--- config.mk ---
export PLATFORM = sky130hd
export DESIGN_NAME = instr_fetch_unit
export DESIGN_NICKNAME = d
export VERILOG_FILES = /design/src/rtl/instr_fetch_unit.sv
export SDC_FILE = /design/constraint.sdc
export NUM_CORES = 1
export LEC_CHECK = 0
export CAP_MARGIN = 30
export CORE_ASPECT_RATIO = 0.6
export CORE_MARGIN = 1
export CORE_UTILIZATION = 55
export DETAILED_ROUTE_END_ITERATION = 6
export PLACE_DENSITY = 0.85
export SKIP_LAST_GASP = 1
export SYNTH_ARGS = -nofsm -noshare
export SYNTH_HDL_FRONTEND = slang
export SYNTH_SLANG_ARGS = --single-unit
--- constraint.sdc ---
create_clock -name clk -period 8.5 [get_ports clk]
set_input_delay 0.85 -clock clk [delete_from_list [all_inputs] [get_ports clk]]
set_output_delay 0.85 -clock clk [all_outputs]
set_load 0.02 [all_outputs]
--- src/rtl/instr_fetch_unit.sv ---
// Fetch stage: owns the PC, issues in-order word reads to instruction memory,
// queues responses with their PCs and hands {instr, instr_pc} to decode.
// A redirect flushes the queue and discards responses still in flight.
module instr_fetch_unit #(
    parameter logic [31:0] RESET_PC   = 32'h0000_0000,
    parameter int unsigned FIFO_DEPTH = 2
) (
    input  logic        clk,
    input  logic        rst_n,
    output logic        imem_req_valid,
    input  logic        imem_req_ready,
    output logic [31:0] imem_req_addr,
    input  logic        imem_rsp_valid,
    input  logic [31:0] imem_rsp_data,
    output logic        instr_valid,
    input  logic        instr_ready,
    output logic [31:0] instr,
    output logic [31:0] instr_pc,
    input  logic        redirect_valid,
    input  logic [31:0] redirect_pc
);

    localparam int unsigned AW = $clog2(FIFO_DEPTH);
    localparam int unsigned CW = AW + 1;
    localparam int unsigned SW = CW + 1;

    logic [31:0]           fetch_pc_q, fetch_pc_d;
    logic [AW-1:0]         rd_ptr_q, rd_ptr_d;
    logic [AW-1:0]         wr_ptr_q, wr_ptr_d;
    logic [AW-1:0]         fill_ptr_q, fill_ptr_d;
    logic [CW-1:0]         occ_q, occ_d;
    logic [CW-1:0]         unf_q, unf_d;
    logic [CW-1:0]         drop_cnt_q, drop_cnt_d;
    logic [31:0]           ent_pc_q   [FIFO_DEPTH];
    logic [31:0]           ent_pc_d   [FIFO_DEPTH];
    logic [31:0]           ent_data_q [FIFO_DEPTH];
    logic [31:0]           ent_data_d [FIFO_DEPTH];
    logic [FIFO_DEPTH-1:0] ent_filled_q, ent_filled_d;

    logic [SW-1:0] credit_sum;
    logic          req_fire;
    logic          deq;
    logic          rsp_fill;
    logic          rsp_drop;

    // Handshake qualifiers; requests in flight (kept or to be dropped) consume credits
    always_comb begin
        credit_sum     = SW'(occ_q) + SW'(drop_cnt_q);
        imem_req_valid = (credit_sum < SW'(FIFO_DEPTH)) & ~redirect_valid;
        imem_req_addr  = fetch_pc_q;
        instr_valid    = ent_filled_q[rd_ptr_q] & ~redirect_valid;
        instr          = ent_data_q[rd_ptr_q];
        instr_pc       = ent_pc_q[rd_ptr_q];
        req_fire       = imem_req_valid & imem_req_ready;
        deq            = instr_valid & instr_ready;
        rsp_fill       = imem_rsp_valid & (drop_cnt_q == '0);
        rsp_drop       = imem_rsp_valid & (drop_cnt_q != '0);
    end

    // Next-state: queue allocate/fill/dequeue, or flush on redirect
    always_comb begin
        fetch_pc_d   = fetch_pc_q;
        rd_ptr_d     = rd_ptr_q;
        wr_ptr_d     = wr_ptr_q;
        fill_ptr_d   = fill_ptr_q;
        occ_d        = occ_q;
        unf_d        = unf_q;
        drop_cnt_d   = drop_cnt_q;
        ent_pc_d     = ent_pc_q;
        ent_data_d   = ent_data_q;
        ent_filled_d = ent_filled_q;

        if (redirect_valid) begin
            fetch_pc_d   = redirect_pc & ~32'h3;
            rd_ptr_d     = '0;
            wr_ptr_d     = '0;
            fill_ptr_d   = '0;
            occ_d        = '0;
            unf_d        = '0;
            ent_filled_d = '0;
            // Outstanding unfilled requests become drops, minus one returning now
            drop_cnt_d   = drop_cnt_q + unf_q - CW'(imem_rsp_valid);
        end else begin
            if (req_fire) begin
                fetch_pc_d             = fetch_pc_q + 32'd4;
                ent_pc_d[wr_ptr_q]     = fetch_pc_q;
                ent_filled_d[wr_ptr_q] = 1'b0;
                wr_ptr_d               = wr_ptr_q + AW'(1);
            end
            if (rsp_fill) begin
                ent_data_d[fill_ptr_q]   = imem_rsp_data;
                ent_filled_d[fill_ptr_q] = 1'b1;
                fill_ptr_d               = fill_ptr_q + AW'(1);
            end
            if (rsp_drop) begin
                drop_cnt_d = drop_cnt_q - CW'(1);
            end
            if (deq) begin
                ent_filled_d[rd_ptr_q] = 1'b0;
                rd_ptr_d               = rd_ptr_q + AW'(1);
            end
            occ_d = occ_q + CW'(req_fire) - CW'(deq);
            unf_d = unf_q + CW'(req_fire) - CW'(rsp_fill);
        end
    end

    // State registers
    always_ff @(posedge clk or negedge rst_n) begin
        if (!rst_n) begin
            fetch_pc_q   <= RESET_PC;
            rd_ptr_q     <= '0;
            wr_ptr_q     <= '0;
            fill_ptr_q   <= '0;
            occ_q        <= '0;
            unf_q        <= '0;
            drop_cnt_q   <= '0;
            ent_pc_q     <= '{default: '0};
            ent_data_q   <= '{default: '0};
            ent_filled_q <= '0;
        end else begin
            fetch_pc_q   <= fetch_pc_d;
            rd_ptr_q     <= rd_ptr_d;
            wr_ptr_q     <= wr_ptr_d;
            fill_ptr_q   <= fill_ptr_d;
            occ_q        <= occ_d;
            unf_q        <= unf_d;
            drop_cnt_q   <= drop_cnt_d;
            ent_pc_q     <= ent_pc_d;
            ent_data_q   <= ent_data_d;
            ent_filled_q <= ent_filled_d;
        end
    end

    // A response must always have an unfilled entry or a pending drop to consume it
    rsp_has_target: assert property (@(posedge clk) disable iff (!rst_n)
        !(imem_rsp_valid && (drop_cnt_q == '0) && (unf_q == '0)));

endmodule

==> results.toml <==
[synth]
dominantRegCellSynth = "dfrtp_1"
syn_area_sq_um = 7790
synth_cell_type_count = 44
syn_inst = 614
yosysWarningCount = 0
ys_async_sr_fraction_pct = 100
synth_area_leaders = "dfrtp_1, mux2_2, nand2_1, xnor2_1, ha_1"
synth_largest_area_cell = "dfrtp_1"
yosysSeqAreaShare_pct = 53.0
synth.ff_latch_count = 165
synth.most_common_cell = "mux2_2"
yosys-top-cells-count = "mux2_2, dfrtp_1, nand2_1"
netlist.area_leader.share_pct = 53.0
synth-edff-count = 0
synthesis.area_per_instance_sq_um = 12.7

[setup_path]
arrival_ns = 2.90
critical_path.max_fanout = 34
crit_path_start_kind = "flip-flop"
worstPathRequired_ns = 7.65
worstSetupPathType = "reg -> out"
endpoint_kind_of_the_worst_setup_timing_path = "primary output"

[clock_tree]
number_of_buffers_inserted_during_clock_tree_synthesis = 17
cts.clk_slew.worst_paths_ns = 0.07
root_buffer = "clkbuf_16"
clockBufferDepth = 2
ctsResizeCount = 0
cts_hold_buf = 0
post-cts-setup-buffer-count = 0
htree_num_levels = 4
clock_tree_from_tritoncts = "done"
worstSkewPairLatency_ns = 0.42
clock_sink_count = 165

[finish]
post_route_cells_drive_above_1_share_pct = 29.8
layout.area.seq_sq_um = 4130
antennaDiodeCount = 0
multiInputGateArea_sq_um = 3480
fillers = 892
net_count_final = 848
layout.core_utilization_pct = 74.3
final_design_area_no_fill_sq_um = 10200
flow.area_growth_from_synthesis_pct = 31.1

[route]
drtPass1Iterations = 5
via_count = 5611
routed_wirelength_mm = 19.4
route.detailed.drc = 0
postRouteAntennaNets = 0
detailedRoute.firstIterationViolations = 361
post_drt_wl_per_cell_microns = 19.9
drt-vias-per-instance = 5.76

[timing]
timing_worst_slew_pin_value_ns = 0.893
slew_headroom_pct = 40.4
fin_crit_sh_pct = 44.1
final_max_slew_viol_count = 0
max_freq_ghz = 0.267
final_setup_vio_count = 0
fin_skew_ns = 0.0126
setup-tns-final_ns = 0
report.final.hold_viol_count = 0
rsz0062_at_grt = "no"
final_period_minus_worst_setup_slack_ns = 3.75
fin_worst_setup_slack_ns = 4.75

[placed_design]
place_congestion = 0.821
placedInstanceArea_sq_um = 9600
number_of_input_and_output_port_buffers_inserted = 161
place_hpwl_mm = 12.8
detailedPlace.worstSlack_ns = 5.14

[die]
pin_count = 168
floorplan.rows = 33
design.core.area_sq_um = 13700
start_util_pct = 56.7
die_w_microns = 156
vertical_extent_of_the_die_microns = 94.2
die_area_sq_um = 14700

[global_routing]
antenna_violations_before_repair = 0
via_count_of_the_first_global_routing_pass = 5882
grt_util_all_layers_pct = 27.5
grt_first_pass_wirelength_mm = 30.8
grt_start_max_net_pins = 96
globalRoute.totalOverflow = 0

[flow_run]
drv.max_cap_violation_count = 0

[pwr]
power.density_nw_per_um2 = 338
vdd.ir_drop.worst_v = 0.000179
fin_total_pwr_mw = 3.45
total_leakage_power_nw = 4.34

[worst_hold_path]
worst_hold_path_type = "reg -> reg"

[status]
status = "completed"
==> cells in the final DEF (no fill, tap or decap), types with 3 or more instances in the layout <==
cell and n:
a31oi_1 14, and2_1 6, and3_1 5, and4_1 5
buf_4 8, bufinv_16 3, clkbuf_16 17, clkdlybuf4s50_1 160
clkinv_4 3, conb_1 4, dfrtp_1 164, ha_1 8
inv_1 11, inv_6 6, mux2_2 184, nand2_1 29
nand3_1 15, nand4_1 13, nor2_1 23, nor4_1 3
o21ai_0 17, o311ai_0 4, o31ai_1 12, or4_1 12
xnor2_1 12, xor2_1 9
==> registers in the layout (all words and copies together) (netlist names) <==
signal         flops
unf_q              2
drop_cnt_q         2
occ_q              2
ent_filled_q       2
fill_ptr_q         1
ent_pc_q          60
imem_req_addr     30
ent_data_q        64
wr_ptr_q           1
rd_ptr_q           1
==> power by group <==
part | switching [mW] | internal, mW | total, mW
Sequential | 0.191 | 1.08 | 1.27
Combinational | 0.608 | 0.764 | 1.37
Clock | 0.334 | 0.472 | 0.805
Total | 1.13 | 2.32 | 3.45
==> worst max-delay path, cell delays in order (launching register included) <==
cell	delay, ns
dfrtp_2	0.87
buf_4	0.59
mux2_2	0.41
clkdlybuf4s50_1	0.56
==> area by class of cell <==
type                            instances  area share, %
Sequential cell                       165           40.4
Multi-Input combinational cell        402           34.0
Timing Repair Buffer                  171           16.7
Clock buffer                           18           4.20
Tap cell                              192           2.35
Clock inverter                         14           1.86
Inverter                               12          0.441
==> cell families after synthesis <==
kind of cell,Yosys count,synth area share (%)
compound gates,58,4.98
xor+xnor,21,2.36
fa+ha+maj,9,1.54
buf+inv,50,2.76
flops,165,53.0
mux,186,26.8
other cells,1,0.0481
simple gates,124,8.51
==> routing by layer <==
layer | up-vias | routed length [microns] | share of wire [%] | track usage (%)
li1 | 2539 | - | - | -
met1 | 2856 | 8960 | 46 | 38.0
met2 | 185 | 9090 | 47 | 42.9
met3 | 31 | 962 | 5.0 | 5.40
met4 | 0 | 353 | 1.8 | 11.1
met5 | - | 0 | 0 | 0
==> final timing paths <==
| check | from | to | slack (ns) | depth (start not counted) |
|---|---|---|---|---|
| setup / recovery | rd_ptr_q | instr_pc[23] | 4.75 | 3 |
| min in group asynchronous | rst_n | ent_data_q[36] | 0.50 | 1 |
| hold / removal | ent_pc_q[20] | ent_pc_q[20] | 0.48 | 2 |
| setup reg to reg | drop_cnt_q[0] | imem_req_addr[25] | 5.33 | 7 |
| max in group asynchronous | rst_n | ent_data_q[52] | 6.52 | 2 |
| hold reg to reg | ent_pc_q[20] | ent_pc_q[20] | 0.48 | 2 |
==> metrics by stage <==
| step | instances | hold slack (ns) |
|---|---|---|
| floorplan | 617 | 0.444 |
| global placement | 940 | 0.459 |
| detailed placement | 942 | 0.465 |
| CTS | 974 | 0.481 |
| global route | 974 | 0.511 |
| finish | 974 | 0.478 |
Power figures use the tool's default switching activity.
